$ cat src/rtl/bus_select_encoder_if.sv
// Bus-select encoder signal bundle: control-unit strobes in, encoded select and
// conflict status out. master = control unit side, slave = encoder side.
interface bus_select_encoder_if;
  logic [31:0] src_out;
  logic        freeze;
  logic        err_clr;
  logic [4:0]  Select;
  logic        sel_valid;
  logic        conflict;
  logic        conflict_sticky;
  logic [4:0]  conflict_src;
  logic [7:0]  conflict_cnt;

  modport master (
    output src_out, freeze, err_clr,
    input  Select, sel_valid, conflict, conflict_sticky, conflict_src, conflict_cnt
  );

  modport slave (
    input  src_out, freeze, err_clr,
    output Select, sel_valid, conflict, conflict_sticky, conflict_src, conflict_cnt
  );
endinterface

$ cat src/rtl/bus_select_encoder.sv
// Registered 32-to-5 one-hot encoder for the bus mux select, with multi-driver
// detection. Define BUS_SELECT_CONFLICT_CNT_EN to build the saturating conflict counter.
module bus_select_encoder #(
  parameter bit         HOLD_LAST = 1'b1,
  parameter logic [4:0] IDLE_SEL  = 5'd0
) (
  input  logic                 clock,
  input  logic                 clear_n,
  bus_select_encoder_if.slave  bus
);

  logic [4:0] loIdx;
  logic [4:0] hiIdx;
  logic       anySrc;
  logic       multiSrc;

  logic [4:0] selQ;
  logic       validQ;
  logic       conflictQ;
  logic       stickyQ;
  logic [4:0] conflictSrcQ;

  // Lowest set bit wins the bus; highest set bit is reported as the offender.
  always_comb begin
    loIdx = '0;
    hiIdx = '0;
    for (int unsigned i = 0; i < 32; i++) begin
      if (bus.src_out[31 - i]) loIdx = 5'(31 - i);
      if (bus.src_out[i])      hiIdx = 5'(i);
    end
  end

  always_comb begin
    anySrc   = |bus.src_out;
    multiSrc = |(bus.src_out & (bus.src_out - 32'd1));
  end

  always_ff @(posedge clock or negedge clear_n) begin
    if (!clear_n) begin
      selQ         <= IDLE_SEL;
      validQ       <= 1'b0;
      conflictQ    <= 1'b0;
      stickyQ      <= 1'b0;
      conflictSrcQ <= '0;
    end else if (!bus.freeze) begin
      validQ    <= anySrc;
      conflictQ <= multiSrc;
      if (anySrc) begin
        selQ <= loIdx;
      end else if (!HOLD_LAST) begin
        selQ <= IDLE_SEL;
      end
      if (multiSrc) begin
        stickyQ      <= 1'b1;
        conflictSrcQ <= hiIdx;
      end else if (bus.err_clr) begin
        stickyQ <= 1'b0;
      end
    end
  end

`ifdef BUS_SELECT_CONFLICT_CNT_EN
  logic [7:0] cntQ;

  // A conflict in the same cycle as err_clr restarts the count at one.
  always_ff @(posedge clock or negedge clear_n) begin
    if (!clear_n) begin
      cntQ <= '0;
    end else if (!bus.freeze) begin
      if (multiSrc) begin
        if (bus.err_clr)        cntQ <= 8'd1;
        else if (cntQ != '1)    cntQ <= cntQ + 8'd1;
      end else if (bus.err_clr) begin
        cntQ <= '0;
      end
    end
  end

  assign bus.conflict_cnt = cntQ;
`else
  assign bus.conflict_cnt = '0;
`endif

  assign bus.Select          = selQ;
  assign bus.sel_valid       = validQ;
  assign bus.conflict        = conflictQ;
  assign bus.conflict_sticky = stickyQ;
  assign bus.conflict_src    = conflictSrcQ;

endmodule

$ cat src/flat_wrapper.sv
// flat-port wrapper written by rule: the top's interface ports become plain ports
module bus_select_encoder_flat 
#(
  parameter bit         HOLD_LAST = 1'b1,
  parameter logic [4:0] IDLE_SEL  = 5'd0
)
  (clock, clear_n, bus_src_out, bus_freeze, bus_err_clr, bus_Select, bus_sel_valid, bus_conflict, bus_conflict_sticky, bus_conflict_src, bus_conflict_cnt);
  bus_select_encoder_if bus_i ();
  input  logic clock;
  input  logic clear_n;
  input wire logic [$bits(bus_i.src_out)-1:0] bus_src_out;
  input wire logic [$bits(bus_i.freeze)-1:0] bus_freeze;
  input wire logic [$bits(bus_i.err_clr)-1:0] bus_err_clr;
  output wire logic [$bits(bus_i.Select)-1:0] bus_Select;
  output wire logic [$bits(bus_i.sel_valid)-1:0] bus_sel_valid;
  output wire logic [$bits(bus_i.conflict)-1:0] bus_conflict;
  output wire logic [$bits(bus_i.conflict_sticky)-1:0] bus_conflict_sticky;
  output wire logic [$bits(bus_i.conflict_src)-1:0] bus_conflict_src;
  output wire logic [$bits(bus_i.conflict_cnt)-1:0] bus_conflict_cnt;
  assign bus_i.src_out = bus_src_out;
  assign bus_i.freeze = bus_freeze;
  assign bus_i.err_clr = bus_err_clr;
  assign bus_Select = bus_i.Select;
  assign bus_sel_valid = bus_i.sel_valid;
  assign bus_conflict = bus_i.conflict;
  assign bus_conflict_sticky = bus_i.conflict_sticky;
  assign bus_conflict_src = bus_i.conflict_src;
  assign bus_conflict_cnt = bus_i.conflict_cnt;
  bus_select_encoder #(.HOLD_LAST(HOLD_LAST), .IDLE_SEL(IDLE_SEL)) u_core (.clock(clock), .clear_n(clear_n), .bus(bus_i));
endmodule
$ cat config.mk
export PLATFORM = sky130hd
export DESIGN_NAME = bus_select_encoder_flat
export DESIGN_NICKNAME = d
export VERILOG_FILES = /design/src/rtl/bus_select_encoder_if.sv /design/src/rtl/bus_select_encoder.sv /design/src/flat_wrapper.sv
export SDC_FILE = /design/constraint.sdc
export NUM_CORES = 1
export LEC_CHECK = 0
export CAP_MARGIN = 10
export CELL_PAD_IN_SITES_DETAIL_PLACEMENT = 2
export CELL_PAD_IN_SITES_GLOBAL_PLACEMENT = 2
export CORE_AREA = 10 10 90 92
export DETAILED_ROUTE_END_ITERATION = 6
export DIE_AREA = 0 0 100 102
export PLACE_DENSITY_LB_ADDON = 0.1
export SYNTH_ARGS = -nofsm -noshare
export SYNTH_HDL_FRONTEND = slang
export SYNTH_SLANG_ARGS = --single-unit
$ cat constraint.sdc
create_clock -name clock -period 1.9 [get_ports clock]
set_input_delay 0.19 -clock clock [delete_from_list [all_inputs] [get_ports clock]]
set_output_delay 0.19 -clock clock [all_outputs]
set_load 0.02 [all_outputs]
==> metrics.csv <==
metric,value,unit
status,finished with violations,
failing checks,negative setup slack,
Reg area,325.3,sq um
critical-path cell list,buf_6 -> or4_4 -> or2_4 -> or4_4 -> o22ai_2 -> and4b_4 -> a31oi_4 -> mux2_4,
Worst EP arrival,2.52,ns
Tightest Hold Check Type,in -> async,
Synth Flop Type,dfrtp_1,
Yosys cell types,57,
grt ovf,0,
fin crit share,126.0,%
Peak VDD IR,420.1,uV
top cell type by total area after synthesis,dfrtp_1,
FF-to-FF End,u_core.bus.conflict_src[3],
largest net degree at the start of global routing,14,
Crit path max-delay family,simple AND/OR/NAND/NOR gates,
CP required,2.03,ns
#FFs+latches synth,13,
combined area of the multi-input logic cells,0.001225,sq mm
worst-margin pin slew,0.6129,ns
Routability Congestion,0.8245,
routed len/inst,20.84,um
DP HPWL,6369,um
Final Total Pwr,1.045,mW
vias in the first global route,2453,
TritonCTS Buffers,3,
clk sinks,13,
initial antenna violation count,0,
initial drt markers,74,
Area Growth Syn to Fin,81.90,%
Final Util,46.48,%
Die X,100,um
number of synthesized flops with an enable pin,0,
Via density,5.317,
Final Max Slew Viols,0,
layout cell share with drive strength beyond 1,40.75,%
crit path time final,2.394,ns
Worst setup SP type,input port,
design area,0.002918,sq mm
Max Freq,417.7,MHz
Power per Cell Area,358.1,mW/mm^2
count of max-cap constraint violations,0,
Most common cell on crit path,or4_4,
asr flop ratio synth,100.0,%
synthesized area per cell,7.496,sq um
Detail Route Antenna Nets,0,
Post-route DRC,0,
R2R setup slack,1.10,ns
WS Path Type,in -> reg,
CP Buf/Inv Count,1,
cells taking the most area after synthesis,"dfrtp_1 20%, o21ai_0 6.2%, a21oi_1 5.3%",
sequential-to-total area share from yosys stat,20.28,%
fillers,734,
Global Route Usage Sum,15.47,%
Die Y-Extent,102,um
top-level I/O count,57,
WL final,8815,um
Yosys top cell area share,20.28,%
CP max-delay cell,or4_4,
Starting Density,25.55,%
Clock Latency Late Sink,0.24,ns
Yosys Warn Count,0,
n_diodes,0,
Final #Nets,383,
setup violators final,7,
Clock H-tree levels,1,
CP endpoint kind,flop,
Port Buffers,48,
first-pass GRT wire length,13000,um
Post-Syn Area,0.001604,sq mm
Worst-path clk slew,0.06,ns
Worst slew margin,59.01,%
Die Area,0.01020,sq mm
core box area,0.006277,sq mm
crit-path max FO,4,
clock root buffer,clkbuf_8,
CP max stage delay,0.54,ns
number of hold buffers added after CTS,0,
Setup WS post-layout,-0.4941,ns
Worst R2R Path Depth,1,
DRT Pass-1 Iters,4,
DR vias,2249,
Cell Rows,29,
CTS tree,yes,
CTS max path bufs,2,
P_leak,1.296,nW
Post-DP Area,0.002694,sq mm
clk_skew,0,ns
Fin. Hold Viols,0,
Post-Syn Instances,214,
reg2reg start,u_core.bus.conflict_src[3],
RSZ-0062 raised after global routing,yes,
## cells by family after synthesis
logic type	count (synthesis)	share of synthesized area, %
other cells	1	0.2338
simple gates	75	26.68
compound gates	83	36.19
fa+ha+maj	2	1.248
buf+inv	34	10.84
mux	6	4.524
flops	13	20.28
## through the flow
step	setup TNS (ns)	setup WS, ns	hold slack (ns)	std cells
after global placement	-9.382	-1.002	0.4688	406
final	-3.162	-0.4941	0.3289	423
after CTS	-3.086	-0.4672	0.3550	422
after global routing	-4.032	-0.6074	0.3748	423
after detailed placement	-10.38	-1.128	0.4780	406
after floorplan	-4.180	-0.6609	-0.1056	221
## cell type report
type	count	share of cell area [%]
Sequential cell	13	11.15
Clock buffer	4	1.544
Tap cell	77	3.302
Timing Repair Buffer	142	40.35
Inverter	13	1.672
Multi-Input combinational cell	174	41.98
## how the worst max path moves through the flow
stage | startpoint | end | slack, ns | depth (start not counted)
6_report | bus_src_out[22] | u_core.bus.conflict_src[3] | -0.49 | 8
3_3_place_gp | bus_src_out[20] | u_core.bus.conflict_src[3] | -1.00 | 9
3_5_place_dp | bus_src_out[7] | u_core.bus.conflict_sticky | -1.13 | 10
4_1_cts | bus_src_out[18] | u_core.bus.conflict_src[1] | -0.47 | 8
5_1_grt | bus_src_out[12] | u_core.bus.conflict_src[3] | -0.61 | 10
2_1_floorplan | bus_src_out[16] | u_core.bus.conflict_src[1] | -0.66 | 9
## cell usage after synthesis, drive strengths merged, types with 2 or more instances
master / instances
o21a: 2
nor2: 20
clkbuf: 10
a31oi: 4
a311oi: 3
nand3b: 2
nand4: 3
a21o: 5
nor4: 7
o21ai: 20
maj3: 2
nor2b: 3
or3: 3
nand3: 4
mux2i: 2
o22ai: 2
inv: 13
a21boi: 2
nand2: 13
dfrtp: 13
mux2: 4
o31ai: 7
o22a: 4
o32ai: 2
a2bb2oi: 2
buf: 11
a211o: 2
a2111oi: 2
or4: 4
a21oi: 17
nand2b: 2
nor3: 8
## routing by layer
metal	track usage, %	vias to the layer above	wire length (um)
met5	0	-	0
met4	1.413	0	46
met3	2.564	6	325
met2	29.67	48	4687
met1	18.10	1130	3757
li1	-	1065	-
## registers in the layout, indices dropped and copies added, names as in the netlist
register and count:
u_core.bus.sel_valid 1, u_core.bus.conflict_sticky 1, u_core.bus.conflict_src 5, u_core.bus.Select 5, u_core.bus.conflict 1
## cell usage in the layout, fill, tap and decap left out, types with 8 or more instances in the layout
cell and n:
clkdlybuf4s50_1 18, conb_1 8, nand2_1 12, dfrtp_1 13
o21ai_0 16, buf_4 86, nor2_1 19, buf_6 14
inv_1 13, a21oi_1 16
## what timing repair did
item,in CTS,in global routing
setup endpoints to repair,12,11
setup buffers,13,4
pin swaps,20,16
gates resized for setup,81,36
## power breakdown
part           internal (mW)  switching [mW]  leakage (nW)
Combinational          0.244           0.251          1.13
Clock                  0.148          0.0995        0.0228
Sequential             0.293         0.00951         0.141
Note: power is estimated with default switching activity, not from simulation.
